===== config.mk =====
export PLATFORM = sky130hd
export DESIGN_NAME = uart_core_flat
export DESIGN_NICKNAME = d
export VERILOG_FILES = /design/src/rtl/uart_core_if.sv /design/src/rtl/uart_core.sv /design/src/flat_wrapper.sv
export SDC_FILE = /design/constraint.sdc
export NUM_CORES = 1
export LEC_CHECK = 0
export BUFFER_PORTS_ARGS = -buffer_cell sky130_fd_sc_hd__buf_2
export CAP_MARGIN = 30
export CORE_MARGIN = 2
export CORE_UTILIZATION = 60
export DETAILED_ROUTE_END_ITERATION = 16
export GPL_TIMING_DRIVEN = 0
export PLACE_DENSITY = 0.87
export SLEW_MARGIN = 5
export SYNTH_ARGS = -nofsm -noshare
export SYNTH_HDL_FRONTEND = slang
export SYNTH_SLANG_ARGS = --single-unit

===== constraint.sdc =====
create_clock -name clk -period 5.8 [get_ports clk]
set_clock_uncertainty 0.1 [all_clocks]
set_input_delay 0.29 -clock clk [delete_from_list [all_inputs] [get_ports clk]]
set_output_delay 0.29 -clock clk [all_outputs]
set_load 0.01 [all_outputs]

===== src/rtl/uart_core_if.sv =====
// Host-side handshake bundle for uart_core: TX FIFO push port, RX FIFO pop port, status flags.
// The master modport is the host; the slave modport is the UART core.
interface uart_core_if #(
    parameter int DATA_BITS = 8
);
    logic                 tx_available;
    logic [DATA_BITS-1:0] tx_data;
    logic                 tx_ack;
    logic                 tx_busy;
    logic [DATA_BITS-1:0] rx_data;
    logic                 rx_frame_err;
    logic                 rx_parity_err;
    logic                 rx_pop;
    logic                 rx_ack;
    logic                 rx_valid;
    logic                 rx_overrun;
    logic                 overrun_clr;

    modport master (
        output tx_available, tx_data, rx_pop, overrun_clr,
        input  tx_ack, tx_busy, rx_data, rx_frame_err, rx_parity_err,
               rx_ack, rx_valid, rx_overrun
    );

    modport slave (
        input  tx_available, tx_data, rx_pop, overrun_clr,
        output tx_ack, tx_busy, rx_data, rx_frame_err, rx_parity_err,
               rx_ack, rx_valid, rx_overrun
    );
endinterface


===== src/rtl/uart_core.sv =====
// UART with TX and RX FIFOs, programmable divisor, optional parity and 1/2 stop bits.
// Each direction latches the divisor at frame start so mid-frame divisor changes are harmless.
module uart_core #(
    parameter int DATA_BITS = 8,
    parameter int PARITY    = 0,
    parameter int STOP_BITS = 1,
    parameter int DIV_WIDTH = 16,
    parameter int TX_FIFO   = 16,
    parameter int RX_FIFO   = 16
) (
    input  logic                 clk,
    input  logic                 rst,
    input  logic [DIV_WIDTH-1:0] divisor,
    output logic                 uart_tx,
    input  logic                 uart_rx,
    uart_core_if.slave           bus
);
    localparam int TX_AW = $clog2(TX_FIFO);
    localparam int RX_AW = $clog2(RX_FIFO);
    localparam int RX_W  = DATA_BITS + 2;
    localparam logic [DIV_WIDTH-1:0] DIV_ONE = 1;
    localparam logic [3:0] LAST_DATA = 4'(DATA_BITS - 1);
    localparam logic [3:0] LAST_STOP = 4'(STOP_BITS - 1);
    localparam logic PAR_ODD = (PARITY == 1);

    typedef enum logic [2:0] {S_IDLE, S_START, S_DATA, S_PARITY, S_STOP} state_t;

    logic [DATA_BITS-1:0] tx_mem [TX_FIFO];
    logic [TX_AW:0]       tx_wr_ptr;
    logic [TX_AW:0]       tx_rd_ptr;
    logic                 tx_empty;
    logic                 tx_full;
    logic                 tx_pop;
    logic [DATA_BITS-1:0] tx_head;

    state_t               tx_state;
    logic [DATA_BITS-1:0] tx_shift;
    logic [DIV_WIDTH-1:0] tx_div;
    logic [DIV_WIDTH-1:0] tx_cnt;
    logic [3:0]           tx_bit;
    logic                 tx_par;
    logic                 tx_bit_end;

    assign tx_empty   = (tx_wr_ptr == tx_rd_ptr);
    assign tx_full    = (tx_wr_ptr[TX_AW-1:0] == tx_rd_ptr[TX_AW-1:0]) &&
                        (tx_wr_ptr[TX_AW] != tx_rd_ptr[TX_AW]);
    assign tx_head    = tx_mem[tx_rd_ptr[TX_AW-1:0]];
    assign tx_pop     = (tx_state == S_IDLE) && !tx_empty;
    assign tx_bit_end = (tx_cnt == tx_div - DIV_ONE);

    assign bus.tx_ack  = bus.tx_available && !tx_full;
    assign bus.tx_busy = (tx_state != S_IDLE) || !tx_empty;

    always_ff @(posedge clk) begin
        if (bus.tx_ack) begin
            tx_mem[tx_wr_ptr[TX_AW-1:0]] <= bus.tx_data;
        end
    end

    always_ff @(posedge clk) begin
        if (rst) begin
            tx_wr_ptr <= '0;
            tx_rd_ptr <= '0;
        end else begin
            if (bus.tx_ack) tx_wr_ptr <= tx_wr_ptr + 1'b1;
            if (tx_pop)     tx_rd_ptr <= tx_rd_ptr + 1'b1;
        end
    end

    // uart_tx is registered and changes on the same edge as the state, so each state spans tx_div clocks.
    always_ff @(posedge clk) begin
        if (rst) begin
            tx_state <= S_IDLE;
            uart_tx  <= 1'b1;
            tx_shift <= '0;
            tx_div   <= '0;
            tx_cnt   <= '0;
            tx_bit   <= '0;
            tx_par   <= 1'b0;
        end else begin
            tx_cnt <= tx_bit_end ? '0 : tx_cnt + DIV_ONE;
            case (tx_state)
                S_IDLE: begin
                    uart_tx <= 1'b1;
                    tx_cnt  <= '0;
                    tx_bit  <= '0;
                    if (!tx_empty) begin
                        tx_shift <= tx_head;
                        tx_par   <= (^tx_head) ^ PAR_ODD;
                        tx_div   <= divisor;
                        uart_tx  <= 1'b0;
                        tx_state <= S_START;
                    end
                end
                S_START: begin
                    if (tx_bit_end) begin
                        uart_tx  <= tx_shift[0];
                        tx_bit   <= '0;
                        tx_state <= S_DATA;
                    end
                end
                S_DATA: begin
                    if (tx_bit_end) begin
                        if (tx_bit == LAST_DATA) begin
                            tx_bit <= '0;
                            if (PARITY != 0) begin
                                uart_tx  <= tx_par;
                                tx_state <= S_PARITY;
                            end else begin
                                uart_tx  <= 1'b1;
                                tx_state <= S_STOP;
                            end
                        end else begin
                            tx_shift <= tx_shift >> 1;
                            uart_tx  <= tx_shift[1];
                            tx_bit   <= tx_bit + 1'b1;
                        end
                    end
                end
                S_PARITY: begin
                    if (tx_bit_end) begin
                        uart_tx  <= 1'b1;
                        tx_bit   <= '0;
                        tx_state <= S_STOP;
                    end
                end
                S_STOP: begin
                    if (tx_bit_end) begin
                        if (tx_bit == LAST_STOP) begin
                            tx_state <= S_IDLE;
                        end else begin
                            tx_bit <= tx_bit + 1'b1;
                        end
                    end
                end
                default: tx_state <= S_IDLE;
            endcase
        end
    end

    logic rx_meta;
    logic rx_sync;
    logic rx_prev;

    always_ff @(posedge clk) begin
        if (rst) begin
            rx_meta <= 1'b1;
            rx_sync <= 1'b1;
            rx_prev <= 1'b1;
        end else begin
            rx_meta <= uart_rx;
            rx_sync <= rx_meta;
            rx_prev <= rx_sync;
        end
    end

    logic [RX_W-1:0]      rx_mem [RX_FIFO];
    logic [RX_AW:0]       rx_wr_ptr;
    logic [RX_AW:0]       rx_rd_ptr;
    logic                 rx_empty;
    logic                 rx_full;
    logic                 rx_push;
    logic                 rx_drop;
    logic [RX_W-1:0]      rx_head;
    logic                 rx_overrun_q;

    state_t               rx_state;
    logic [DATA_BITS-1:0] rx_shift;
    logic [DIV_WIDTH-1:0] rx_div;
    logic [DIV_WIDTH-1:0] rx_cnt;
    logic [3:0]           rx_bit;
    logic                 rx_perr;
    logic                 rx_bit_end;
    logic                 rx_stop_sample;

    assign rx_empty       = (rx_wr_ptr == rx_rd_ptr);
    assign rx_full        = (rx_wr_ptr[RX_AW-1:0] == rx_rd_ptr[RX_AW-1:0]) &&
                            (rx_wr_ptr[RX_AW] != rx_rd_ptr[RX_AW]);
    assign rx_bit_end     = (rx_cnt == rx_div - DIV_ONE);
    assign rx_stop_sample = (rx_state == S_STOP) && rx_bit_end;
    assign rx_push        = rx_stop_sample && !rx_full;
    assign rx_drop        = rx_stop_sample && rx_full;
    assign rx_head        = rx_mem[rx_rd_ptr[RX_AW-1:0]];

    assign bus.rx_valid      = !rx_empty;
    assign bus.rx_ack        = bus.rx_pop && !rx_empty;
    assign bus.rx_data       = rx_head[DATA_BITS-1:0];
    assign bus.rx_frame_err  = rx_head[DATA_BITS];
    assign bus.rx_parity_err = rx_head[DATA_BITS+1];
    assign bus.rx_overrun    = rx_overrun_q;

    always_ff @(posedge clk) begin
        if (rx_push) begin
            rx_mem[rx_wr_ptr[RX_AW-1:0]] <= {rx_perr, !rx_sync, rx_shift};
        end
    end

    always_ff @(posedge clk) begin
        if (rst) begin
            rx_wr_ptr    <= '0;
            rx_rd_ptr    <= '0;
            rx_overrun_q <= 1'b0;
        end else begin
            if (rx_push)    rx_wr_ptr <= rx_wr_ptr + 1'b1;
            if (bus.rx_ack) rx_rd_ptr <= rx_rd_ptr + 1'b1;
            if (rx_drop) begin
                rx_overrun_q <= 1'b1;
            end else if (bus.overrun_clr) begin
                rx_overrun_q <= 1'b0;
            end
        end
    end

    // Start bit is re-checked at its midpoint; all later samples land one full period apart from there.
    always_ff @(posedge clk) begin
        if (rst) begin
            rx_state <= S_IDLE;
            rx_shift <= '0;
            rx_div   <= '0;
            rx_cnt   <= '0;
            rx_bit   <= '0;
            rx_perr  <= 1'b0;
        end else begin
            rx_cnt <= rx_bit_end ? '0 : rx_cnt + DIV_ONE;
            case (rx_state)
                S_IDLE: begin
                    rx_cnt <= '0;
                    if (rx_prev && !rx_sync) begin
                        rx_div   <= divisor;
                        rx_state <= S_START;
                    end
                end
                S_START: begin
                    if (rx_cnt == (rx_div >> 1) - DIV_ONE) begin
                        rx_cnt <= '0;
                        if (rx_sync) begin
                            rx_state <= S_IDLE;
                        end else begin
                            rx_bit   <= '0;
                            rx_perr  <= 1'b0;
                            rx_state <= S_DATA;
                        end
                    end else begin
                        rx_cnt <= rx_cnt + DIV_ONE;
                    end
                end
                S_DATA: begin
                    if (rx_bit_end) begin
                        rx_shift <= {rx_sync, rx_shift[DATA_BITS-1:1]};
                        if (rx_bit == LAST_DATA) begin
                            rx_state <= (PARITY != 0) ? S_PARITY : S_STOP;
                        end else begin
                            rx_bit <= rx_bit + 1'b1;
                        end
                    end
                end
                S_PARITY: begin
                    if (rx_bit_end) begin
                        rx_perr  <= (rx_sync != ((^rx_shift) ^ PAR_ODD));
                        rx_state <= S_STOP;
                    end
                end
                S_STOP: begin
                    if (rx_bit_end) begin
                        rx_state <= S_IDLE;
                    end
                end
                default: rx_state <= S_IDLE;
            endcase
        end
    end
endmodule

===== src/flat_wrapper.sv =====
// flat-port wrapper written by rule: the top's interface ports become plain ports
module uart_core_flat 
#(
    parameter int DATA_BITS = 8,
    parameter int PARITY    = 0,
    parameter int STOP_BITS = 1,
    parameter int DIV_WIDTH = 16,
    parameter int TX_FIFO   = 16,
    parameter int RX_FIFO   = 16
)
  (clk, rst, divisor, uart_tx, uart_rx, bus_tx_available, bus_tx_data, bus_rx_pop, bus_overrun_clr, bus_tx_ack, bus_tx_busy, bus_rx_data, bus_rx_frame_err, bus_rx_parity_err, bus_rx_ack, bus_rx_valid, bus_rx_overrun);
  uart_core_if #(.DATA_BITS(DATA_BITS)) bus_i ();
  input  logic clk;
  input  logic rst;
  input  logic [DIV_WIDTH-1:0] divisor;
  output logic uart_tx;
  input  logic uart_rx;
  input wire logic [$bits(bus_i.tx_available)-1:0] bus_tx_available;
  input wire logic [$bits(bus_i.tx_data)-1:0] bus_tx_data;
  input wire logic [$bits(bus_i.rx_pop)-1:0] bus_rx_pop;
  input wire logic [$bits(bus_i.overrun_clr)-1:0] bus_overrun_clr;
  output wire logic [$bits(bus_i.tx_ack)-1:0] bus_tx_ack;
  output wire logic [$bits(bus_i.tx_busy)-1:0] bus_tx_busy;
  output wire logic [$bits(bus_i.rx_data)-1:0] bus_rx_data;
  output wire logic [$bits(bus_i.rx_frame_err)-1:0] bus_rx_frame_err;
  output wire logic [$bits(bus_i.rx_parity_err)-1:0] bus_rx_parity_err;
  output wire logic [$bits(bus_i.rx_ack)-1:0] bus_rx_ack;
  output wire logic [$bits(bus_i.rx_valid)-1:0] bus_rx_valid;
  output wire logic [$bits(bus_i.rx_overrun)-1:0] bus_rx_overrun;
  assign bus_i.tx_available = bus_tx_available;
  assign bus_i.tx_data = bus_tx_data;
  assign bus_i.rx_pop = bus_rx_pop;
  assign bus_i.overrun_clr = bus_overrun_clr;
  assign bus_tx_ack = bus_i.tx_ack;
  assign bus_tx_busy = bus_i.tx_busy;
  assign bus_rx_data = bus_i.rx_data;
  assign bus_rx_frame_err = bus_i.rx_frame_err;
  assign bus_rx_parity_err = bus_i.rx_parity_err;
  assign bus_rx_ack = bus_i.rx_ack;
  assign bus_rx_valid = bus_i.rx_valid;
  assign bus_rx_overrun = bus_i.rx_overrun;
  uart_core #(.DATA_BITS(DATA_BITS), .PARITY(PARITY), .STOP_BITS(STOP_BITS), .DIV_WIDTH(DIV_WIDTH), .TX_FIFO(TX_FIFO), .RX_FIFO(RX_FIFO)) u_core (.clk(clk), .rst(rst), .divisor(divisor), .uart_tx(uart_tx), .uart_rx(uart_rx), .bus(bus_i));
endmodule

# After elaboration in Yosys (flattened, before gate mapping)

Memory sizes are Yosys's and may differ from the RTL's. A register that Yosys moved wholly into a read port is not among the register bits.
Index checks and enable logic that the tools add are counted.

Flip-flop bits (word level): 120
Memories: 2
Logic and storage cells: 164
RAM bits: 288
Output and inout port bits: 16
Input bits: 30

Memory list:

| memory        | depth | width | rd ports | clocked after memory_dff | write ports | RTL line         | text |
|---|---|---|---|---|---|---|---|
| u_core.rx_mem | 16    | 10    | 1        | 1                        | 1           | uart_core.sv:157 | `logic [RX_W-1:0] rx_mem [RX_FIFO];` |
| u_core.tx_mem | 16    | 8     | 1        | 1                        | 1           | uart_core.sv:28  | `logic [DATA_BITS-1:0] tx_mem [TX_FIFO];` |

$add $sub $neg: 11
Eq/ne operators: 38
Bitwise logic cells: 1
Reductions and logical operators: 38
Multiplexer cells: 54

Operator list:

| kind                  | number |
|---|---|
| $mux 4                | 13 |
| $eq 16x16->1          | 3 |
| $mux 3                | 13 |
| $add 16x1->16 const B | 2 |
| $mux 16               | 2 |
| $pmux 16 s2           | 1 |
| $sub 16x1->16 const B | 2 |
| $pmux 3 s5            | 2 |
| $ne 2x1->1 const B    | 13 |
| $mux 8                | 3 |
| $add 5x1->5 const B   | 4 |
| $pmux 4 s4            | 1 |
| $pmux 8 s2            | 1 |
| $sub 15x1->16 const B | 1 |
| $mux 1                | 14 |
| $eq 3x2->1 const B    | 4 |
| $reduce_and 4->1      | 3 |
| $eq 5x5->1            | 2 |
| $ne 2x2->1 const B    | 5 |
| $reduce_and 5->1      | 2 |
| $logic_and 1x1->1     | 9 |
| $add 4x1->4 const B   | 2 |
| $eq 4x3->1 const B    | 2 |
| $eq 4x4->1            | 2 |
| other kinds (21)      | 36 |

# Longest topological paths before layout

Depth in word-level cells: 6
Depth in mapped cells: 13

# Worst setup path before layout

OpenSTA, ideal clock, no wires.

Kind: register -> register
Start point: register u_core.rx_div[2]
End point: memory u_core.rx_mem[10][0] (netlist name) (enable)
Data required time: 5357 ps
Period minus slack after synthesis: 3233 ps
Setup slack: 2567 ps
Path buffers: 3
Arrival: 2790 ps
Stages on the path, launching flop included: 13
Path through: dfxtp_1 > buf_2 > inv_1 > ha_1 > buf_2 > nor4b_2 > nand3_1 > xnor2_1 > nor3_4 > nand4_4 > nor3_4 > buf_2 > and3_1

Word-level cells in the longest chain between the ends: 6

Ends and longest elaborated chain:

| element                      | RTL line         | text |
|---|---|---|
| start, declared              | uart_core.sv:169 | `logic [DIV_WIDTH-1:0] rx_div;` |
| start signal, assigned       | uart_core.sv:229 | `rx_div <= divisor;` |
| $sub 16x1->16                | uart_core.sv:179 | `assign rx_bit_end = (rx_cnt == rx_div - DIV_ONE);` |
| $eq 16x16->1                 | uart_core.sv:179 |  |
| $logic_and 1x1->1            | uart_core.sv:180 | `assign rx_stop_sample = (rx_state == S_STOP) && rx_bit_end;` |
| $logic_and 1x1->1            | uart_core.sv:181 | `assign rx_push = rx_stop_sample && !rx_full;` |
| $mux 1                       | uart_core.sv:193 | `if (rx_push) begin` |
| $mux 1 (implied by the code) | uart_core.sv:194 | `rx_mem[rx_wr_ptr[RX_AW-1:0]] <= {rx_perr, !rx_sync, rx_shift};` |
| end, declared                | uart_core.sv:157 |  |

No other way between the ends.

# Worst setup path in the final report

Start point: register u_core.rx_div[2]
End point: memory u_core.rx_mem[2][2] (netlist name) (enable)

Same word-level chain as after synthesis.

==> impl_table.tex <==
\begin{tabular}{lr}
\hline
Metric & Value \\
\hline
\multicolumn{2}{l}{\textbf{Yosys}} \\
\quad Fraction of synthesized cell area taken by the top area cell type & between 40\% and 50\% \\
\quad Average size of a mapped cell & around 14 um2 \\
\quad Post-synthesis sequential element count & between 400 and 500 \\
\quad Leading post-synthesis cells by cell area & sky130\_fd\_sc\_hd\_\_edfxtp\_1 47\%, sky130\_fd\_sc\_hd\_\_dfxtp\_1 14\%, sky130\_fd\_sc\_hd\_\_mux4\_2 11\% \\
\quad Post-Synthesis Cells & 1336 \\
\quad Post-synth EDFFs & between 200 and 300 \\
\quad Netlist cell types & 76 \\
\quad Most frequent cells after synthesis & 288 x sky130\_fd\_sc\_hd\_\_edfxtp\_1, 128 x sky130\_fd\_sc\_hd\_\_dfxtp\_1, 128 x sky130\_fd\_sc\_hd\_\_nor2\_1 \\
\quad Most common cell in the netlist & sky130\_fd\_sc\_hd\_\_edfxtp\_1 \\
\quad Area leader, netlist & sky130\_fd\_sc\_hd\_\_edfxtp\_1 \\
\quad Count of warnings emitted by yosys & 0 \\
\quad Post-synth top flop & sky130\_fd\_sc\_hd\_\_edfxtp\_1 \\
\quad Post-synthesis async set-or-reset flop share & 0\% \\
\quad Share of synthesized area occupied by flip-flops and latches & 61.2\% \\
\quad Cell area after synthesis & 18300 um2 \\
\quad Post-synthesis net count & around 1400 \\
\multicolumn{2}{l}{\textbf{Outcome}} \\
\quad Outcome & complete, no violations \\
\multicolumn{2}{l}{\textbf{Timing}} \\
\quad Final clock period utilization by the worst path & about 71\% \\
\quad Setup TNS & 0 ns \\
\quad Achievable Freq & 243 MHz \\
\quad Final Worst Setup Slack & about 1.7 ns \\
\quad Final critical delay including setup and external delays & $\sim$4 ns \\
\quad Number of hold-slack violations in the final timing report & 0 \\
\quad Final-report setup violation count & 0 \\
\quad Worst-case headroom to the max-slew limit & between 30\% and 40\% \\
\quad Count of final max-slew check failures & 0 \\
\quad Worst slew pin tran & between 0.9 and 1 ns \\
\quad RSZ-0062 raised after global routing & false \\
\multicolumn{2}{l}{\textbf{Critical path}} \\
\quad Crit Path Max Fanout & 10 \\
\quad Kind of capture point of the worst setup path & register \\
\quad Startpoint types & register \\
\quad Critical Path AT & about 4.2 ns \\
\quad Critical Path RT & 5.85 ns \\
\quad Kind of critical path & reg -> reg \\
\multicolumn{2}{l}{\textbf{Clock tree}} \\
\quad Buffer count from post-CTS setup fixing & 0 \\
\quad Post-CTS sizing & 0 \\
\quad Insertion delay of the later-clocked pin in the worst-skew pair & $\sim$0.54 ns \\
\quad CTS H-Tree Depth & 2 \\
\quad Root Driver & sky130\_fd\_sc\_hd\_\_clkbuf\_16 \\
\quad CTS tree & done \\
\quad Total number of clock tree sinks & 416 \\
\quad Clock slew at the register clock pins of the worst setup and hold paths & approximately 0.07 ns \\
\quad CTS Buf Count & 41 \\
\quad CTS Buffer Depth & 3 \\
\multicolumn{2}{l}{\textbf{Layout}} \\
\quad Post-layout net count & approximately 1500 \\
\quad Final core occ & between 60\% and 70\% \\
\quad Layout cells sized above 1 & 16.7\% \\
\quad Finished Cell Area & 20700 um2 \\
\quad Final-layout fill cell count & 1857 \\
\quad Area growth, synth to finish & 12.8\% \\
\multicolumn{2}{l}{\textbf{Pwr}} \\
\quad Tot Pwr & between 7 and 8 mW \\
\quad Reported leakage power & 6.88 nW \\
\quad Switching power total & 1.86 mW \\
\quad IR drop worst, VDD & slightly above 0.3 mV \\
\quad Power density over cell area & between 300 and 400 nW/um2 \\
\quad Part of the power in the clock network & 37.1\% \\
\quad Combinational share of power & roughly 17\% \\
\quad Switching share of total power & around a quarter \\
\quad Sequential fraction of design power & about 46\% \\
\quad Internal power of the cells & about 5.3 mW \\
\multicolumn{2}{l}{\textbf{Placed design}} \\
\quad \# port buffers & 44 \\
\quad RePlAce Congestion & 0.894 \\
\quad Placed standard-cell area & $\sim$19000 um2 \\
\quad Detailed placement HPWL & $\sim$26000 um \\
\quad Post-placement worst setup slack & approximately 1.8 ns \\
\multicolumn{2}{l}{\textbf{Floorplanning}} \\
\quad \# rows & 63 \\
\quad Die W & approximately 180 um \\
\quad Initial Util & 61.3\% \\
\quad DIE AREA & between 30000 and 40000 um2 \\
\quad Die height & about 180 um \\
\quad Core footprint & 29900 um2 \\
\quad Top Ports & 46 \\
\multicolumn{2}{l}{\textbf{GRT}} \\
\quad All-layer global routing usage & a little over a quarter \\
\quad Maximum number of pins on one net before global-route repair & 20 \\
\quad Number of global-route vias before repair & 11600 \\
\quad Global-route wire length before repair & around 64000 um \\
\quad Antenna violations before repair & 1 \\
\quad Congestion Overflow GR & 0 \\
\multicolumn{2}{l}{\textbf{Routing}} \\
\quad Number of design-rule violations left by the first detailed-router iteration & roughly 1100 \\
\quad Number of routed nets with antenna violations & 0 \\
\quad Total number of vias & between 10000 and 15000 \\
\quad Vias per Instance & between 6 and 7 \\
\quad Remaining design rule violation count & 0 \\
\quad Routed len/inst & 21.9 um \\
\quad Routed Wire Length & 41100 um \\
\quad Number of search-and-repair iterations in the first detailed-routing pass & 7 \\
\multicolumn{2}{l}{\textbf{Worst hold path}} \\
\quad Worst min-delay path category & in -> reg \\
\multicolumn{2}{l}{\textbf{Job}} \\
\quad Max\_cap viols & 0 \\
\hline
\end{tabular}
cell usage in the layout, fill, tap and decap left out, drive strengths merged, types with 24 or more instances in the layout:
cell type	n
xnor2	66
a21oi	50
mux4	90
buf	77
nand3	24
dfxtp	128
edfxtp	288
nor2	129
clkbuf	121
nor3	29
inv	28
nand4	25
nand2	100
xor2	51
area by class of cell:
class / count / area, um2 / area share, %
repair buffers: 71 / 492 / 2.38
flip-flops and latches: 416 / 11200 / 54.3
multi-input cells: 807 / 6640 / 32.2
clock inverters: 17 / 164 / 0.794
plain buffers: 86 / 354 / 1.71
clock buffers: 59 / 1200 / 5.79
inverters: 27 / 101 / 0.491
diodes: 1 / 2.50 / 0.0121
well taps: 390 / 488 / 2.36
cells by family after synthesis:
kind of cell               count (synthesis)  share of synthesized area (%)
AOI/OAI and AO/OA                        135                           4.80
xor gates and xnor gates                 117                           5.60
adders and majority gates                 18                           1.23
buffers and inverters                    113                           2.49
DFF                                      416                           61.2
muxes                                    113                           12.3
and+or+nand+nor                          424                           12.3
through the flow:
stage	std cells	hold WS [ns]
3_3_place_gp	1770	0.293
5_1_grt	1874	0.0449
3_5_place_dp	1774	0.304
6_report	1874	0.0381
2_1_floorplan	1336	0.289
4_1_cts	1868	0.0262
flip-flops by register name (all words and copies together) (netlist names), named ones only:
| register | cells |
|---|---|
| u_core.rx_shift | 8 |
| u_core.tx_rd_ptr | 5 |
| u_core.rx_rd_ptr | 5 |
| u_core.bus.rx_overrun | 1 |
| u_core.tx_mem | 128 |
| u_core.tx_bit | 4 |
| u_core.tx_cnt | 16 |
| u_core.tx_div | 16 |
| u_core.tx_wr_ptr | 5 |
| u_core.uart_tx | 1 |
| u_core.rx_div | 16 |
| u_core.rx_mem | 160 |
| u_core.rx_cnt | 16 |
| u_core.tx_state | 3 |
| u_core.rx_prev | 1 |
| u_core.rx_sync | 1 |
| u_core.tx_shift | 8 |
| u_core.rx_wr_ptr | 5 |
| u_core.rx_perr | 1 |
| u_core.rx_meta | 1 |
| u_core.rx_state | 3 |
| u_core.rx_bit | 4 |
power groups by stage:
stage	Clock, mW	Combinational, mW	Sequential (mW)
after global routing	2.80	1.31	3.34
after floorplan	0	0.880	3.37
after detailed placement	0	1.14	3.39
after CTS	2.68	1.17	3.33
after global placement	0	1.09	3.39
final	2.67	1.20	3.33
final timing paths:
check             cells after the start                    to             start  slack [ns]
hold reg to reg                       1        u_core.rx_sync    u_core.rx_meta        0.34
setup / recovery                     12   u_core.rx_mem[2][2]  u_core.rx_div[2]        1.68
setup reg to reg                     12   u_core.rx_mem[2][2]  u_core.rx_div[2]        1.68
hold / removal                        1  u_core.tx_mem[10][6]    bus_tx_data[6]        0.04
metal layers:
metal	vias up	GRT usage [%]	wire length, um
met4	0	9.65	1520
met1	5817	33.2	16100
met5	-	0	0
li1	5239	-	-
met2	484	46.8	21300
met3	104	3.58	2190
timing repair:
action / in CTS / in global routing
hold endpoints to repair: 34 / 0
setup endpoints to repair: 0 / 0
hold buffers: 18 / 0
worst max-delay path: stages, from the launching register on:
cell	delay, ns
sky130_fd_sc_hd__dfxtp_1	0.30
sky130_fd_sc_hd__buf_2	0.17
sky130_fd_sc_hd__inv_1	0.07
sky130_fd_sc_hd__ha_1	0.12
sky130_fd_sc_hd__buf_2	0.21
sky130_fd_sc_hd__nor4b_2	0.64
sky130_fd_sc_hd__nor4b_1	0.34
sky130_fd_sc_hd__nor3_1	0.14
sky130_fd_sc_hd__a21oi_1	0.25
sky130_fd_sc_hd__nand4_4	0.22
sky130_fd_sc_hd__nor3_4	0.36
sky130_fd_sc_hd__buf_2	0.25
sky130_fd_sc_hd__and3_1	0.56
Power figures use the tool's default switching activity.
